--- src/rtl/irrigation_matrix_scanner.sv ---
// Column-scanning driver for the 5x7 LED matrix; a shadow copy of the three
// symmetric column images is taken once per frame so the display never tears.
module irrigation_matrix_scanner #(
  parameter int SCAN_DIV       = 1000,
  parameter int BLANK_CYCLES   = 16,
  parameter int COL_ACTIVE_LOW = 1,
  parameter int ROW_ACTIVE_LOW = 1
) (
  input  logic       clock,
  input  logic       reset_n,
  input  logic       enable,
  input  logic [6:0] col_2,
  input  logic [6:0] col_1,
  input  logic [6:0] col_0,
  output logic [4:0] col_sel,
  output logic [6:0] row_data,
  output logic       frame_start
);

  localparam int MAX_SB = (SCAN_DIV > BLANK_CYCLES) ? SCAN_DIV : BLANK_CYCLES;
  localparam int CW     = $clog2((MAX_SB > 2) ? MAX_SB : 2);
  localparam logic [CW-1:0] SCAN_LAST  = CW'(SCAN_DIV - 1);
  localparam logic [CW-1:0] BLANK_LAST = CW'((BLANK_CYCLES > 0) ? BLANK_CYCLES - 1 : 0);
  localparam logic [4:0] COL_OFF = (COL_ACTIVE_LOW != 0) ? 5'h1F : 5'h00;
  localparam logic [6:0] ROW_OFF = (ROW_ACTIVE_LOW != 0) ? 7'h7F : 7'h00;

  typedef enum logic [1:0] {IDLE, BLANK, DRIVE} state_t;

  state_t        r_state;
  logic [CW-1:0] r_cnt;
  logic [2:0]    r_col_idx;
  logic [6:0]    r_sh2, r_sh1, r_sh0;
  logic [4:0]    r_col_sel;
  logic [6:0]    r_row_data;
  logic          r_frame_start;

  logic       w_scan_end, w_blank_end, w_last_col, w_use_inputs;
  logic [2:0] w_next_idx, w_drive_idx;
  logic [6:0] w_img2, w_img1, w_img0, w_lit;
  logic [4:0] w_onehot, w_drive_sel;
  logic [6:0] w_drive_row;

  assign w_scan_end  = (r_cnt == SCAN_LAST);
  assign w_blank_end = (r_cnt == BLANK_LAST);
  assign w_last_col  = (r_col_idx == 3'd4);
  assign w_next_idx  = w_last_col ? 3'd0 : r_col_idx + 3'd1;

  // Outputs are registered, so the drive values are built for the column that
  // will be current after this edge; on a frame entry or wrap that column
  // shows the image being captured on the same edge, not the old shadow.
  assign w_use_inputs = (r_state == IDLE) || ((r_state == DRIVE) && w_scan_end && w_last_col);
  assign w_drive_idx  = (r_state == IDLE) ? 3'd0 :
                        ((r_state == DRIVE) && w_scan_end) ? w_next_idx : r_col_idx;
  assign w_img2 = w_use_inputs ? col_2 : r_sh2;
  assign w_img1 = w_use_inputs ? col_1 : r_sh1;
  assign w_img0 = w_use_inputs ? col_0 : r_sh0;

  always_comb begin
    w_lit = w_img2;
    case (w_drive_idx)
      3'd1, 3'd3: w_lit = w_img1;
      3'd2:       w_lit = w_img0;
      default:    w_lit = w_img2;
    endcase
  end

  assign w_onehot    = 5'b00001 << w_drive_idx;
  assign w_drive_sel = (COL_ACTIVE_LOW != 0) ? ~w_onehot : w_onehot;
  assign w_drive_row = (ROW_ACTIVE_LOW != 0) ? ~w_lit : w_lit;

  always_ff @(posedge clock) begin
    if (!reset_n) begin
      r_state       <= IDLE;
      r_cnt         <= '0;
      r_col_idx     <= '0;
      r_sh2         <= '0;
      r_sh1         <= '0;
      r_sh0         <= '0;
      r_col_sel     <= COL_OFF;
      r_row_data    <= ROW_OFF;
      r_frame_start <= 1'b0;
    end else begin
      r_frame_start <= 1'b0;
      if (!enable) begin
        r_state    <= IDLE;
        r_cnt      <= '0;
        r_col_idx  <= '0;
        r_col_sel  <= COL_OFF;
        r_row_data <= ROW_OFF;
      end else begin
        case (r_state)
          IDLE: begin
            r_sh2         <= col_2;
            r_sh1         <= col_1;
            r_sh0         <= col_0;
            r_col_idx     <= '0;
            r_cnt         <= '0;
            r_frame_start <= 1'b1;
            if (BLANK_CYCLES == 0) begin
              r_state    <= DRIVE;
              r_col_sel  <= w_drive_sel;
              r_row_data <= w_drive_row;
            end else begin
              r_state    <= BLANK;
              r_col_sel  <= COL_OFF;
              r_row_data <= ROW_OFF;
            end
          end
          BLANK: begin
            if (w_blank_end) begin
              r_state    <= DRIVE;
              r_cnt      <= '0;
              r_col_sel  <= w_drive_sel;
              r_row_data <= w_drive_row;
            end else begin
              r_cnt <= r_cnt + CW'(1);
            end
          end
          DRIVE: begin
            if (w_scan_end) begin
              r_col_idx <= w_next_idx;
              r_cnt     <= '0;
              if (w_last_col) begin
                r_sh2         <= col_2;
                r_sh1         <= col_1;
                r_sh0         <= col_0;
                r_frame_start <= 1'b1;
              end
              if (BLANK_CYCLES == 0) begin
                r_state    <= DRIVE;
                r_col_sel  <= w_drive_sel;
                r_row_data <= w_drive_row;
              end else begin
                r_state    <= BLANK;
                r_col_sel  <= COL_OFF;
                r_row_data <= ROW_OFF;
              end
            end else begin
              r_cnt <= r_cnt + CW'(1);
            end
          end
          default: begin
            r_state    <= IDLE;
            r_cnt      <= '0;
            r_col_idx  <= '0;
            r_col_sel  <= COL_OFF;
            r_row_data <= ROW_OFF;
          end
        endcase
      end
    end
  end

  assign col_sel     = r_col_sel;
  assign row_data    = r_row_data;
  assign frame_start = r_frame_start;

endmodule
--- config.mk ---
export PLATFORM = sky130hd
export DESIGN_NAME = irrigation_matrix_scanner
export DESIGN_NICKNAME = d
export VERILOG_FILES = /design/src/rtl/irrigation_matrix_scanner.sv
export SDC_FILE = /design/constraint.sdc
export NUM_CORES = 1
export LEC_CHECK = 0
export ABC_AREA = 1
export ABC_CLOCK_PERIOD_IN_PS = 3800
export CAP_MARGIN = 25
export CORE_MARGIN = 8
export CORE_UTILIZATION = 55
export CTS_CLUSTER_DIAMETER = 100
export DETAILED_ROUTE_END_ITERATION = 6
export PLACE_DENSITY = 0.8
export SYNTH_ARGS = -nofsm -noshare
export SYNTH_HDL_FRONTEND = slang
export SYNTH_SLANG_ARGS = --single-unit
--- constraint.sdc ---
create_clock -name clock -period 3.8 [get_ports clock]
set_input_delay 0.76 -clock clock [delete_from_list [all_inputs] [get_ports clock]]
set_output_delay 0.76 -clock clock [all_outputs]
set_load 0.05 [all_outputs]
==> flow_summary.json <==
{
  "start_util_pct": 55.6,
  "worst_setup_path_end_kind": "flip-flop",
  "ir_drop_uv": 191,
  "cp_num_cells": 8,
  "die_y_um": 84.4,
  "gp_congestion": 0.918,
  "syn_to_final_growth_pct": 18.4,
  "portBuffers": 36,
  "nNetsFinal": 421,
  "cp_data_arrival_time_ps": 2710,
  "synthTopCellsByCount": "nand2_1, dfxtp_1, o21ai_0",
  "wirelength_um": 6020,
  "synth_top_area_share_pct": 38.1,
  "clk_pin_slew_worst_paths_ps": 90,
  "crit_type": "reg -> reg",
  "cts-root-buf": "clkbuf_8",
  "stdcell_count": 444,
  "grt_pass1_vias": 2273,
  "wl_per_cell_um": 13.6,
  "rsz0062_at_grt": "false",
  "clk_latency_ps": 320,
  "synth_edf_count": 0,
  "start_kind": "flip-flop",
  "ff2ff_setup_slack_ps": 1300,
  "synth_cell_types": 33,
  "postRouteAntennaNets": 0,
  "grt_pass1_wl_um": 10300,
  "drive_gt1_share_pct": 7.95,
  "synthTopCellsByArea": "dfxtp_1, nand2_1, o21ai_0",
  "syn_nets": 391,
  "cpPeakStageDelay_ps": 710,
  "yosysWarnings": 0,
  "status": "finished, final reports clean",
  "antenna_found_initial": 0,
  "regArea_um2": 981,
  "placedCellCount": 436,
  "hold_buffers": 0,
  "synthesis.instances": 359,
  "fill_cells": 434,
  "yosysSeqAreaShare_pct": 38.1,
  "yosysTopAreaCell": "dfxtp_1",
  "dieArea_um2": 7130,
  "synth-seq-cells": 49,
  "core_area_um2": 4630,
  "cts_tree": "yes",
  "h-tree-depth": 2,
  "hp-class": "reg -> reg",
  "timing.rr.end": "r_sh2[3]$_SDFFE_PN0P_",
  "cp-startpoint": "r_state[0]$_SDFFE_PN0P_",
  "timing.slew.headroom_pct": 37.1,
  "post-route-drc-count": 0,
  "ys.flop_type": "dfxtp_1",
  "hp-start": "r_sh1[3]$_SDFFE_PN0P_",
  "fp-row-count": 25,
  "clock_path_buffers": 2,
  "timing.rr.start": "r_state[0]$_SDFFE_PN0P_",
  "cts-resized-gates": 0,
  "period_share_pct": 65.9,
  "fin_worst_skew_ps": 6.30,
  "slowest_stage": "nand2_1",
  "synth.most_common_cell": "nand2_1",
  "clock.fmax_mhz": 399,
  "p_leak_uw": 0.00131,
  "setup_violations": 0,
  "via_per_inst": 5.41,
  "crit_family": "simple AND/OR/NAND/NOR gates",
  "rr_worst_depth": 8,
  "grt_max_degree": 36,
  "die-width_um": 84.4,
  "dpl.hpwl_um": 4420,
  "path_cells": "inv_1 > ha_1 > o21ai_0 > a21oi_1 > nand2_1 > inv_1 > nor2_1 > nor2_1",
  "syn-cell-area_um2": 2570,
  "io_pins": 37,
  "drt_pre_antenna_iters": 4,
  "grt_usage_pct": 17.5,
  "finalWorstPathRequiredPeriod_ps": 2500,
  "crit_fanout": 35,
  "clock-sinks": 49,
  "multi_input_area_um2": 1390,
  "cts_setup_buffers": 0,
  "setup-tns-final_ps": 0,
  "required_ps": 4010,
  "hold_violations": 0,
  "tightest_slew_ps": 942,
  "diodes": 0,
  "numCtsBuffers": 5,
  "drv_slew": 0,
  "grt_overflow": 0,
  "syn_area_per_cell_um2": 7.17,
  "vias": 2404,
  "drt_iter0_markers": 101,
  "max-cap-violations": 0,
  "worst-path-buf-inv": 2,
  "critical_path.endpoint": "r_sh2[3]$_SDFFE_PN0P_",
  "async_reset_ff_share_pct": 0,
  "power_density_nw_per_um2": 405
}
-- worst register-to-register path, stage by stage, from the launching register on --
cell and delay [ps]:
dfxtp_1 390, inv_1 100, ha_1 350, o21ai_0 220
a21oi_1 60, nand2_1 710, inv_1 340, nor2_1 170
nor2_1 60
-- cells in the final DEF (no fill, tap or decap) --
cell type	n
o21ai_0	40
nand2_4	4
nor3_1	4
o211ai_1	1
clkinv_1	3
or2_2	1
dfxtp_1	49
nor2_4	3
xnor2_1	3
bufinv_16	1
a21oi_1	31
nor2_1	36
nor2_8	1
nor3_2	1
nand4_1	5
nand2_2	5
clkdlybuf4s50_1	36
nor2_2	1
clkinvlp_4	1
clkbuf_8	6
buf_4	1
nand4_2	1
ha_1	8
nand2_1	79
o31ai_1	1
xor2_1	3
o21ai_2	1
a31oi_1	1
nand4_4	1
a211oi_1	3
inv_1	31
nand3_2	3
nand3_1	25
-- registers in the layout, summed over array words and instances, names as in the netlist --
register	cells
r_cnt	10
r_sh0	7
r_sh1	7
r_sh2	7
row_data	7
col_sel	5
r_col_idx	3
r_state	2
frame_start	1
-- per-stage QoR --
step	worst slack, ps	power [uW]	instance area, um^2	utilization [%]	hold slack (ps)
2_1_floorplan	2080	777	2570	-	418
3_5_place_dp	1030	848	2930	63.3	440
5_1_grt	956	1300	3050	65.9	466
6_report	1300	1240	3050	65.9	451
4_1_cts	1300	1240	3050	65.9	454
3_3_place_gp	1070	843	2930	63.3	430
-- worst min-delay path by stage --
stage | end | slack [ps] | cells past startpoint
5_1_grt | r_sh1[3]$_SDFFE_PN0P_ | 470 | 2
4_1_cts | r_sh1[3]$_SDFFE_PN0P_ | 450 | 2
3_5_place_dp | r_sh1[3]$_SDFFE_PN0P_ | 440 | 2
6_report | r_sh1[3]$_SDFFE_PN0P_ | 450 | 2
2_1_floorplan | r_cnt[0]$_SDFF_PN0_ | 420 | 1
3_3_place_gp | r_cnt[0]$_SDFF_PN0_ | 430 | 1
-- cell type report --
cell class,count,area share (%)
timing repair buffer,37,12.1
multi-input combinational,262,45.4
sequential,49,32.2
clock inverter,2,1.23
tap,54,2.22
inverter,34,4.19
clock buffer,6,2.71
-- layer usage --
layer  GRT usage (%)  wire length [um]
met1            21.1              2690
met2            28.4              2920
met3            5.07               295
met4            6.80               123
met5               0                 0
-- report_power, final --
part	internal (uW)	total (uW)	switching, uW	leakage, uW
Clock	214	398	183	0.0000574
Sequential	553	569	16.5	0.000401
Combinational	91.8	270	178	0.000849
-- logic make-up after synthesis --
kind of cell	count (synthesis)	synth area share, %
flops	49	38.1
compound gates	78	15.8
fa+ha+maj	8	3.89
buf+inv	48	8.11
simple gates	170	32.0
xor+xnor	6	2.04
Note: power is estimated with default switching activity, not from simulation.
